==> config.mk <==
export PLATFORM = sky130hd
export DESIGN_NAME = ascii_stream_fifo
export DESIGN_NICKNAME = d
export VERILOG_FILES = /design/src/rtl/ascii_stream_fifo.sv
export SDC_FILE = /design/constraint.sdc
export NUM_CORES = 1
export LEC_CHECK = 0
export ABC_CLOCK_PERIOD_IN_PS = 7000
export CORE_MARGIN = 8
export CORE_UTILIZATION = 58
export DETAILED_ROUTE_END_ITERATION = 7
export DONT_BUFFER_PORTS = 1
export PLACE_DENSITY = 0.74
export SYNTH_ARGS = -nofsm -noshare
export SYNTH_HDL_FRONTEND = slang
export SYNTH_SLANG_ARGS = --single-unit
==> constraint.sdc <==
create_clock -name clk -period 7 [get_ports clk]
set_input_delay 1.4 -clock clk [delete_from_list [all_inputs] [get_ports clk]]
set_output_delay 1.4 -clock clk [all_outputs]
set_load 0.01 [all_outputs]
==> src/rtl/ascii_stream_fifo.sv <==
// Character stream FIFO between the inference engine and the MicroBlaze GPIO.
// New characters are captured when generate_count changes; software pops one per ack toggle.
module ascii_stream_fifo #(
  parameter int DATA_W  = 8,
  parameter int COUNT_W = 12,
  parameter int DEPTH   = 16,
  parameter int AW      = $clog2(DEPTH)
) (
  input  logic               clk,
  input  logic               reset_n,
  input  logic               execute,
  input  logic [DATA_W-1:0]  generated_ascii,
  input  logic [COUNT_W-1:0] generate_count,
  input  logic               generate_complete,
  input  logic               gpio_ack_i,
  output logic [31:0]        gpio_char_o,
  output logic [AW:0]        fifo_level,
  output logic               overflow
);

  localparam int EW = COUNT_W + DATA_W;

  logic [EW-1:0]      r_mem [DEPTH];
  logic [AW:0]        r_wr_ptr;
  logic [AW:0]        r_rd_ptr;
  logic [COUNT_W-1:0] r_last_count;
  logic               r_exec_q;
  logic               r_ack_q;
  logic               r_done;
  logic               r_overflow;
  logic [31:0]        r_gpio_word;

  logic               w_empty;
  logic               w_full;
  logic               w_flush;
  logic               w_push_req;
  logic               w_pop;
  logic               w_push;
  logic               w_drop;
  logic               w_skip;
  logic               w_done_set;
  logic [EW-1:0]      w_head;
  logic [31:0]        w_word_nxt;

  // Per-cycle decode of flush/push/pop and the next GPIO word from current state.
  always_comb begin
    w_empty    = (r_wr_ptr == r_rd_ptr);
    w_full     = (r_wr_ptr[AW] != r_rd_ptr[AW]) && (r_wr_ptr[AW-1:0] == r_rd_ptr[AW-1:0]);
    w_flush    = execute & ~r_exec_q;
    w_push_req = (generate_count != r_last_count);
    w_pop      = (gpio_ack_i != r_ack_q) && !w_empty;
    // A pop frees a slot in the same cycle, so a full FIFO can still accept the push.
    w_push     = w_push_req && (!w_full || w_pop);
    w_drop     = w_push_req && w_full && !w_pop;
    w_skip     = w_push_req && (generate_count != (r_last_count + {{(COUNT_W-1){1'b0}}, 1'b1}));
    w_done_set = generate_complete && w_empty && !w_push_req;
    w_head     = r_mem[r_rd_ptr[AW-1:0]];
    if (w_empty) begin
      w_word_nxt = {1'b0, r_done, r_overflow, 29'd0};
    end else begin
      w_word_nxt = {1'b1, r_done, r_overflow, 1'b0, w_head[EW-1:DATA_W], 8'h00, w_head[DATA_W-1:0]};
    end
  end

  // Control state: pointers, edge detectors, sticky flags and the registered GPIO word.
  always_ff @(posedge clk or negedge reset_n) begin
    if (!reset_n) begin
      r_wr_ptr     <= {(AW+1){1'b0}};
      r_rd_ptr     <= {(AW+1){1'b0}};
      r_last_count <= {COUNT_W{1'b0}};
      r_exec_q     <= 1'b0;
      r_ack_q      <= 1'b0;
      r_done       <= 1'b0;
      r_overflow   <= 1'b0;
      r_gpio_word  <= 32'd0;
    end else begin
      r_exec_q    <= execute;
      r_ack_q     <= gpio_ack_i;
      r_gpio_word <= w_word_nxt;
      if (w_flush) begin
        r_wr_ptr     <= {(AW+1){1'b0}};
        r_rd_ptr     <= {(AW+1){1'b0}};
        r_last_count <= {COUNT_W{1'b0}};
        r_overflow   <= 1'b0;
        r_done       <= 1'b0;
      end else begin
        if (w_push) begin
          r_wr_ptr <= r_wr_ptr + {{AW{1'b0}}, 1'b1};
        end
        if (w_pop) begin
          r_rd_ptr <= r_rd_ptr + {{AW{1'b0}}, 1'b1};
        end
        if (w_push_req) begin
          r_last_count <= generate_count;
        end
        if (w_drop || w_skip) begin
          r_overflow <= 1'b1;
        end
        if (w_done_set) begin
          r_done <= 1'b1;
        end
      end
    end
  end

  // Storage write; contents are only observed through valid head entries, so no reset.
  always_ff @(posedge clk) begin
    if (w_push && !w_flush) begin
      r_mem[r_wr_ptr[AW-1:0]] <= {generate_count, generated_ascii};
    end
  end

  assign gpio_char_o = r_gpio_word;
  assign fifo_level  = r_wr_ptr - r_rd_ptr;
  assign overflow    = r_overflow;

endmodule

==> flow_metrics.py, run 1 <==
metrics = {
    "global_routing": {
        "first_global_vias": 7161,
        "antenna_found_initial": 1,
        "track_usage": 0.2076,
        "grt_pass1_wl_um": 46660,
        "grt_max_degree": 76,
        "overflow": 0,
    },
    "synthesis": {
        "avgSynthCellArea_um2": 20.96,
        "yosys_warnings": 0,
        "ys_seq_area_frac": 0.7470,
        "synth_cell_types": 37,
        "synth_ff_type": "edfxtp_1",
        "netlist_instances": 692,
        "syn_area_um2": 14510,
        "async_flop_share": 0.1328,
        "ys_ff_latch": 369,
        "synth-edff-count": 320,
    },
    "setup_path": {
        "critPathLaunchType": "register",
        "cp_max_fo": 53,
        "crit_path_end_kind": "primary output",
        "cpMaxStageDelayCell": "dfrtp_4",
        "path_class": "register to primary output",
        "worstPathArrival_ns": 2.93,
        "critPathMaxStageDelay_ns": 1.14,
        "path_cells": "ha_1 -> fa_1 -> inv_1 -> a21o_1 -> a21oi_1 -> xor2_1",
        "cp.required_ns": 5.60,
    },
    "clocking": {
        "cts_max_path_buffers": 3,
        "cts_tree": "done",
        "cts_buffers": 38,
        "clk_latency_ns": 0.53,
        "clock_sinks": 369,
        "postCtsSetupBuffers": 0,
        "cts_resized": 0,
        "cts_max_level": 2,
        "clkTransAtPathRegs_ns": 0.06,
        "cts_root_buffer": "clkbuf_16",
        "ctsHoldBuffers": 0,
    },
    "sta": {
        "finalMaxSlewViolations": 0,
        "setup_viol": 0,
        "setup_slack_ns": 2.670,
        "final.min_clock_period_ns": 4.330,
        "setup_tns_ns": 0,
        "tightest_slew_ns": 1.320,
        "maxSlewHeadroom": 0.1190,
        "skew_ns": 0.01843,
        "fmax_mhz": 231.0,
        "final_hold_viol_count": 0,
        "min_period_over_period": 0.6185,
        "rsz0062_at_grt": "false",
    },
    "route": {
        "vias": 6862,
        "drt_iter0_drc": 896,
        "via_per_inst": 6.365,
        "drcViolationCount": 0,
        "ant_nets": 0,
        "post_drt_wl_per_cell_um": 28.71,
        "drt_wl_total_um": 30950,
        "dr.pass1.iters": 5,
    },
    "outcome": {
        "outcome": "complete, no violations",
    },
    "placement": {
        "postPlaceCellArea_um2": 14930,
        "place.gp.congestion": 0.9140,
        "numPortBuffers": 0,
        "hpwl_um": 17530,
        "pre_cts_slack_ns": 2.925,
    },
    "floorplanning": {
        "die_w_um": 174.1,
        "initial_core_util": 0.5827,
        "die_y_um": 174.1,
        "io_pins": 63,
        "die-area_um2": 30320,
        "num_rows": 58,
        "coreArea_um2": 24890,
    },
    "power": {
        "p_leak_nw": 5.323,
        "finalPower_mw": 6.379,
        "peakVddDrop_v": 0.0002921,
        "powerDensity_nw_per_um2": 393.0,
    },
    "min_path": {
        "hold_class": "register to register",
    },
    "final_layout": {
        "fin_util": 0.6521,
        "antennaDiodeCount": 0,
        "synthToLayoutAreaGrowth_pct": 11.90,
        "nFillCells": 1576,
        "drive_above_1_share": 0.2607,
        "stdcell_area_um2": 16230,
        "nets": 754,
    },
    "job": {
        "maxCapViolCount": 0,
    },
}
==> state kept, by name, summed over array words and instances, names as in the netlist <==
register / cells
r_done: 1
r_last_count: 12
gpio_char_o: 23
r_ack_q: 1
r_mem: 320
r_rd_ptr: 5
r_wr_ptr: 5
r_exec_q: 1
overflow: 1
==> placed cells by master (no fill, tap or decap), types with 4 or more instances in the layout <==
master / count
ha_1: 10
nand2_1: 4
nor2_1: 13
edfxtp_1: 320
nand4_1: 10
xor2_1: 12
clkbuf_1: 7
xnor2_1: 21
clkinv_1: 5
nor3_1: 4
o21ai_0: 4
bufinv_16: 4
mux4_2: 100
buf_4: 16
clkbuf_16: 41
a21oi_1: 6
nor3_2: 4
and2_1: 15
conb_1: 9
inv_1: 11
nor2_2: 11
dfrtp_1: 47
clkinv_2: 9
nor2b_1: 21
nand3_1: 10
==> worst max-delay path, delay by kind of cell, from the launching register on <==
kind,cells,cell delay (ns)
xor+xnor,1,0.29
compound gates,2,0.34
flops,1,1.14
fa+ha+maj,2,0.56
buf+inv,1,0.05
==> layer usage <==
layer,GRT usage,routed length (um),vias to the layer above
met1,0.2818,12170,3658
met5,0,0,-
met4,0.05629,652,0
met3,0.03992,2294,58
met2,0.3426,15840,322
li1,-,-,2824
==> metrics by stage <==
| step | std cells | hold WS [ns] |
|---|---|---|
| floorplan | 700 | 0.3541 |
| global placement | 1007 | 0.3604 |
| detailed placement | 1007 | 0.3670 |
| CTS | 1077 | 0.3799 |
| global route | 1078 | 0.4006 |
| finish | 1078 | 0.3794 |
==> where the power goes <==
part	internal, mW	switching [mW]
Clock	1.24	0.807
Sequential	2.69	0.227
Combinational	0.699	0.718
==> logic make-up (layout without fill, tap and decap cells) <==
family,after synthesis,after routing,synth area share
flops,369,369,0.7470
simple gates,108,108,0.04080
mux,103,103,0.1573
buf+inv,50,98,0.01682
xor+xnor,34,34,0.02105
compound gates,16,16,0.006729
fa+ha+maj,11,11,0.01001
other cells,1,9,0.0002585
==> final timing paths <==
path,startpoint,endpoint,slack (ns),depth (start not counted)
worst max-delay path,r_rd_ptr[0]$_DFFE_PN0P_,fifo_level[4],2.67,6
worst min-delay path,r_done$_DFFE_PN0P_,gpio_char_o[30]$_DFF_PN0_,0.38,0
worst max register to register,r_rd_ptr[0]$_DFFE_PN0P_,r_mem[11][0]$_DFFE_PP_,2.98,6
worst min register to register,r_done$_DFFE_PN0P_,gpio_char_o[30]$_DFF_PN0_,0.38,0
max in group asynchronous,reset_n,r_last_count[4]$_DFFE_PN0P_,6.32,0
min in group asynchronous,reset_n,gpio_char_o[31]$_DFF_PN0_,0.56,0
==> layout make-up <==
class                   instances  area (um2)  area share
repair buffers                 17       135.1    0.008326
clock buffers                  50        1080     0.06653
well taps                     330       412.9     0.02544
clock inverters                20       200.2     0.01233
multi-input cells             281        3518      0.2168
flip-flops and latches        369       10840      0.6681
inverters                      11       41.29    0.002544
==> synth_stat cells, types with 3 or more instances <==
cell type  count  area [um2]
nand4_1       10       62.56
and2_1        15       93.84
nand2b_1       3       18.77
buf_4          9       67.56
ha_1          10       125.1
or3_1          3       18.77
a21o_1         3       22.52
nor2_1        26       97.59
mux2i_1        3       30.03
mux4_2       100        2252
nand3_1       10       50.05
dfrtp_1       49        1226
inv_1         11       41.29
nor2b_1       21       131.4
nand2_1        4       15.01
buf_1          6       22.52
nor3_1         8       40.04
edfxtp_1     320        9609
buf_2         12       60.06
o21ai_0        4       20.02
xnor2_1       21       183.9
xor2_1        12       105.1
nand3b_1       3       22.52
a21oi_1        6       30.03
clkbuf_1      11       41.29
Note: power is estimated with default switching activity, not from simulation.
==> inputs of run 2 (changes only) <==
==> config.mk (replaced) <==
export PLATFORM = sky130hd
export DESIGN_NAME = ascii_stream_fifo
export DESIGN_NICKNAME = d
export VERILOG_FILES = /design/src/rtl/ascii_stream_fifo.sv
export SDC_FILE = /design/constraint.sdc
export NUM_CORES = 1
export LEC_CHECK = 0
export ABC_CLOCK_PERIOD_IN_PS = 3450
export CORE_MARGIN = 8
export CORE_UTILIZATION = 57
export DETAILED_ROUTE_END_ITERATION = 7
export DONT_BUFFER_PORTS = 1
export PLACE_DENSITY = 0.75
export SYNTH_ARGS = -nofsm -noshare
export SYNTH_HDL_FRONTEND = slang
export SYNTH_SLANG_ARGS = --single-unit
==> constraint.sdc (replaced) <==
create_clock -name clk -period 3.45 [get_ports clk]
set_input_delay 0.69 -clock clk [delete_from_list [all_inputs] [get_ports clk]]
set_output_delay 0.69 -clock clk [all_outputs]
set_load 0.01 [all_outputs]
==> run 2 against run 1 <==
Clock skew decreased by 0.0041 ns. Utilization decreased by 0.92 points. Largest power group unchanged. Final cell count decreased by 1.0%. Sequential cell count unchanged. Combinational power increased by 120%. Global-route usage decreased by 1.2 points. Highest routed layer unchanged. Wire length decreased by 5.6%.
==> flow_metrics.py, run 2 (synthesized netlist as in run 1, its figures left out) <==
metrics = {
    "route": {
        "drt_iter0_drc": 530,
        "drcViolationCount": 0,
        "post_drt_wl_per_cell_um": 27.40,
        "drt_wl_total_um": 29230,
        "via_per_inst": 6.273,
        "dr.pass1.iters": 5,
        "ant_nets": 0,
        "vias": 6693,
    },
    "outcome": {
        "outcome": "complete, no violations",
    },
    "sta": {
        "final_hold_viol_count": 0,
        "min_period_over_period": 0.9296,
        "maxSlewHeadroom": 0.1024,
        "setup_viol": 0,
        "fmax_mhz": 311.8,
        "tightest_slew_ns": 1.345,
        "skew_ns": 0.01434,
        "final.min_clock_period_ns": 3.207,
        "rsz0062_at_grt": "false",
        "finalMaxSlewViolations": 0,
        "setup_tns_ns": 0,
    },
    "power": {
        "powerDensity_nw_per_um2": 791.7,
        "peakVddDrop_v": 0.0006453,
        "p_leak_nw": 5.233,
    },
    "min_path": {
        "hold_class": "input pin to async pin",
    },
    "setup_path": {
        "critPathLaunchType": "register",
        "critPathMaxStageDelay_ns": 1.09,
        "cp.required_ns": 3.56,
        "worstPathArrival_ns": 3.32,
        "path_cells": "inv_1 -> ha_1 -> nand4_1 -> nand3b_1 -> and2_1 -> nand3_1 -> nor2_2",
        "cp_max_fo": 20,
        "cpMaxStageDelayCell": "nor2_2",
        "crit_path_end_kind": "register",
        "path_class": "register to register",
    },
    "final_layout": {
        "multi_input_area_um2": 3533,
        "antennaDiodeCount": 0,
        "drive_above_1_share": 0.2497,
        "mostFrequentLayoutCells": "edfxtp_1 (320), mux4_2 (100), dfrtp_1 (47), clkbuf_16 (37)",
        "regArea_um2": 10840,
        "largest_reg_flops": 320,
        "synthToLayoutAreaGrowth_pct": 11.27,
        "instances_no_fill": 1067,
        "nets": 748,
        "nFillCells": 1611,
        "layout_commonest_cell": "edfxtp_1",
    },
    "global_routing": {
        "track_usage": 0.1956,
        "overflow": 0,
        "first_global_vias": 6996,
        "grt_max_degree": 84,
        "grt_pass1_wl_um": 44770,
        "antenna_found_initial": 0,
    },
    "clocking": {
        "clk_latency_ns": 0.52,
        "cts_resized": 0,
        "clock_sinks": 369,
        "cts_buffers": 37,
        "cts_max_path_buffers": 3,
        "cts_root_buffer": "clkbuf_16",
        "clkTransAtPathRegs_ns": 0.06,
        "cts_max_level": 2,
        "cts_tree": "done",
    },
    "floorplanning": {
        "initial_core_util": 0.5777,
        "num_rows": 58,
        "die-area_um2": 30810,
        "io_pins": 63,
        "coreArea_um2": 25110,
        "die_w_um": 175.5,
        "die_y_um": 175.5,
    },
    "placement": {
        "place.gp.congestion": 0.8551,
        "dp.cells": 1001,
        "numPortBuffers": 0,
        "hpwl_um": 17530,
    },
    "job": {
        "maxCapViolCount": 0,
    },
}
run 2: repair_timing:
item / in CTS / in global routing
hold endpoints to repair: 49 / 0
hold buffers: 1 / 0
setup endpoints to repair: 0 / 0
setup buffers: 0 / 0
run 2: where the power goes:
group          internal, mW  switching [mW]
Clock                  2.33            1.59
Combinational          1.44            1.72
Sequential             5.47           0.238
Total                  9.23            3.55
run 2: area by class of cell:
class / count / area share
Sequential cell: 369 / 0.6718
Multi-Input combinational cell: 281 / 0.2189
Clock buffer: 45 / 0.06109
Tap cell: 330 / 0.02558
Clock inverter: 19 / 0.01202
Timing Repair Buffer: 12 / 0.008062
Inverter: 11 / 0.002558
run 2: per-layer routing:
metal	global-route usage	wire, um	up-vias
met5	0	0	-
met4	0.05652	742	0
met3	0.04166	2073	55
met2	0.3324	15200	291
met1	0.2525	11210	3537
li1	-	-	2810
run 2: per-stage QoR:
stage / cell area (um2) / setup WS, ns / hold WS (ns) / utilization / total power [mW]
after global placement: 14920 / 0.2818 / 0.3652 / 0.5941 / 8.893
final: 16140 / 0.2430 / 0.03335 / 0.6428 / 12.78
after detailed placement: 14920 / 0.1537 / 0.3756 / 0.5941 / 8.966
after CTS: 16130 / 0.1905 / 0.03378 / 0.6422 / 12.90
after floorplan: 14560 / 0.1075 / 0.3541 / - / 8.013
after global routing: 16140 / 0.05682 / 0.03271 / 0.6428 / 13.27
run 2: final timing paths:
| check | start | end | slack, ns | cells past startpoint |
|---|---|---|---|---|
| max | r_wr_ptr[0]$_DFFE_PN0P_ | r_mem[15][6]$_DFFE_PP_ | 0.24 | 7 |
| max in group asynchronous | reset_n | r_rd_ptr[1]$_DFFE_PN0P_ | 3.13 | 1 |
| min reg2reg | r_done$_DFFE_PN0P_ | gpio_char_o[30]$_DFF_PN0_ | 0.39 | 0 |
| min | reset_n | gpio_char_o[24]$_DFF_PN0_ | 0.03 | 1 |
| max reg2reg | r_wr_ptr[0]$_DFFE_PN0P_ | r_mem[15][6]$_DFFE_PP_ | 0.24 | 7 |
| min in group clk | gpio_ack_i | r_ack_q$_DFF_PN0_ | 0.20 | 0 |
run 2: critical path, delay by kind of cell (launching register included):
kind / cells / cell delay, ns
fa+ha+maj: 1 / 0.33
simple gates: 5 / 1.91
flops: 1 / 0.44
buf+inv: 1 / 0.12
==> inputs of run 3 (changes only) <==
==> config.mk (replaced) <==
export PLATFORM = sky130hd
export DESIGN_NAME = ascii_stream_fifo
export DESIGN_NICKNAME = d
export VERILOG_FILES = /design/src/rtl/ascii_stream_fifo.sv
export SDC_FILE = /design/constraint.sdc
export NUM_CORES = 1
export LEC_CHECK = 0
export ABC_CLOCK_PERIOD_IN_PS = 2570
export CORE_MARGIN = 8
export CORE_UTILIZATION = 50
export DETAILED_ROUTE_END_ITERATION = 7
export DONT_BUFFER_PORTS = 1
export PLACE_DENSITY = 0.72
export SYNTH_ARGS = -nofsm -noshare
export SYNTH_HDL_FRONTEND = slang
export SYNTH_SLANG_ARGS = --single-unit
==> constraint.sdc (replaced) <==
create_clock -name clk -period 2.57 [get_ports clk]
set_input_delay 0.514 -clock clk [delete_from_list [all_inputs] [get_ports clk]]
set_output_delay 0.514 -clock clk [all_outputs]
set_load 0.01 [all_outputs]
==> run 3 against run 2 <==
The run now ends with negative setup slack left. Non-clock buffer count is 32 higher. Setup slack lost 0.31 ns. Utilization is 5.2 points lower. Register-to-register slack worse by 0.31 ns. First-iteration DRC count up 46%. Sequential share of layout area decreased by 3.1 points. Critical endpoint is now r_mem[11][1]$_DFFE_PP_.
==> flow_metrics.py, run 3 (synthesized netlist as in run 1, its figures left out) <==
metrics = {
    "sta": {
        "fmax_mhz": 378.5,
        "setup_viol": 59,
        "final.min_clock_period_ns": 2.642,
        "final_hold_viol_count": 0,
        "rsz0062_at_grt": "true",
        "maxSlewHeadroom": 0.3653,
        "setup_tns_ns": -1.048,
        "setup_slack_ns": -0.07197,
        "tightest_slew_ns": 0.9510,
        "min_period_over_period": 1.028,
        "finalMaxSlewViolations": 0,
        "skew_ns": 0.01258,
    },
    "setup_path": {
        "crit_path_end_kind": "register",
        "critPathLaunchType": "register",
        "worstPathArrival_ns": 2.78,
        "rr_worst_depth": 7,
        "cp.required_ns": 2.71,
        "r2r_start": "r_rd_ptr[0]$_DFFE_PN0P_",
        "reg2reg_to": "r_mem[11][1]$_DFFE_PP_",
        "path_class": "register to register",
        "cp_max_fo": 10,
        "r2r_slack_ns": -0.07,
    },
    "final_layout": {
        "multi_input_area_um2": 3806,
        "regArea_um2": 10840,
        "nets": 789,
        "fin_util": 0.5911,
        "synthToLayoutAreaGrowth_pct": 16.65,
        "largest_reg_flops": 320,
        "drive_above_1_share": 0.3171,
        "instances_no_fill": 1163,
        "antennaDiodeCount": 0,
        "mostFrequentLayoutCells": "edfxtp_1 (320), mux4_2 (100), dfrtp_1 (47), clkbuf_16 (38), buf_4 (32)",
        "nFillCells": 1939,
        "layout_commonest_cell": "edfxtp_1",
    },
    "floorplanning": {
        "die-area_um2": 34720,
        "coreArea_um2": 28630,
        "initial_core_util": 0.5067,
        "io_pins": 63,
        "die_y_um": 186.3,
        "num_rows": 62,
        "die_w_um": 186.3,
    },
    "route": {
        "drcViolationCount": 0,
        "post_drt_wl_per_cell_um": 28.03,
        "vias": 6999,
        "ant_nets": 0,
        "via_per_inst": 6.018,
        "drt_iter0_drc": 775,
        "drt_wl_total_um": 32600,
        "dr.pass1.iters": 5,
    },
    "outcome": {
        "violations": "negative setup slack",
        "outcome": "finished, violations left",
    },
    "placement": {
        "numPortBuffers": 0,
        "pre_cts_slack_ns": -0.2006,
        "hpwl_um": 16730,
        "place.gp.congestion": 0.8237,
        "dp.cells": 1086,
    },
    "global_routing": {
        "grt.met2_usage": 0.3151,
        "grt_pass1_wl_um": 48510,
        "first_global_vias": 7563,
        "track_usage": 0.1857,
        "grt_max_degree": 57,
        "use_met3": 0.05071,
        "globalRouteMet1Util": 0.2265,
        "overflow": 0,
        "antenna_found_initial": 0,
        "busiest_layer": "met2",
    },
    "min_path": {
        "hold_class": "input pin to register",
        "hold_end": "r_ack_q$_DFF_PN0_",
        "worstHoldStart": "gpio_ack_i",
        "hold-path-cell-count": 0,
    },
    "power": {
        "p_leak_nw": 5.508,
        "peakVddDrop_v": 0.0006447,
        "finalPower_mw": 18.19,
        "pwr-share-seq": 0.421,
        "power.share.clock": 0.314,
        "switching_power_mw": 5.076,
        "p_sw_frac": 0.2791,
        "power_frac_comb": 0.265,
        "power.internal_mw": 13.11,
        "powerDensity_nw_per_um2": 1075,
    },
    "clocking": {
        "cts_root_buffer": "clkbuf_16",
        "cts_max_level": 2,
        "clock_sinks": 369,
        "clkTransAtPathRegs_ns": 0.06,
        "cts_tree": "done",
        "cts_max_path_buffers": 3,
        "clk_latency_ns": 0.52,
        "cts_buffers": 37,
    },
    "job": {
        "maxCapViolCount": 0,
    },
}
==> run 3: cell types whose count changed in the layout (fill, tap and decap cells not counted), moves of 5 or more <==
cell	previous run	this run
buf_4	9	32
clkinv_1	7	2
nor2_2	13	3
nor2_4	0	18
==> run 3: area by class of cell <==
cell class,instances,area share
clock inverters,20,0.01730
flip-flops and latches,369,0.6408
repair buffers,44,0.02625
inverters,11,0.002736
well taps,384,0.02840
clock buffers,45,0.05953
multi-input cells,290,0.2249
==> run 3: worst max-delay path by stage <==
stage,startpoint,endpoint,depth (start not counted)
detailed placement,r_rd_ptr[0]$_DFFE_PN0P_,r_mem[3][5]$_DFFE_PP_,6
global placement,r_rd_ptr[0]$_DFFE_PN0P_,r_mem[3][5]$_DFFE_PP_,6
global route,r_rd_ptr[0]$_DFFE_PN0P_,r_mem[11][12]$_DFFE_PP_,7
floorplan,r_rd_ptr[1]$_DFFE_PN0P_,r_mem[3][0]$_DFFE_PP_,10
CTS,r_rd_ptr[0]$_DFFE_PN0P_,gpio_char_o[20]$_DFF_PN0_,5
finish,r_rd_ptr[0]$_DFFE_PN0P_,r_mem[11][1]$_DFFE_PP_,7
==> run 3: timing repair <==
action                     4_1_cts  5_1_grt
hold buffers                     2        0
setup endpoints to repair      268      181
gates cloned                     5        4
buffers inserted                 1        0
pin swaps                        9        4
hold endpoints to repair        49        0
resized for setup               17        8
==> run 3: routing by layer <==
metal  part of all wire  routed length [um]  vias up
met2               0.51               16570      310
li1                   -                   -     2903
met4              0.034                1102        0
met3              0.090                2922       64
met5                  0                   0        -
met1               0.37               12000     3722
==> run 3: through the flow <==
stage	hold WS [ns]	instance area, um2
5_1_grt	0.002245	16920
3_3_place_gp	0.2210	15410
4_1_cts	0.001916	16850
6_report	0.02320	16920
2_1_floorplan	0.2184	14790
3_5_place_dp	0.2208	15410
==> run 3: power by group through the flow <==
| stage | sequential [mW] | clock (mW) | combinational, mW |
|---|---|---|---|
| after floorplan | 7.68 | 0 | 3.29 |
| after global placement | 7.73 | 0 | 4.47 |
| after detailed placement | 7.77 | 0 | 4.55 |
| after CTS | 7.66 | 5.80 | 4.79 |
| after global routing | 7.72 | 6.02 | 5.16 |
| final | 7.66 | 5.71 | 4.82 |
==> run 3: worst max-delay path, stage by stage, from the launching register on <==
cell and delay [ns]:
dfrtp_4 0.49, ha_4 0.25, nand4_1 0.12, nand3b_1 0.15
and2_4 0.19, nand3_4 0.14, buf_6 0.19, nor2_2 0.72
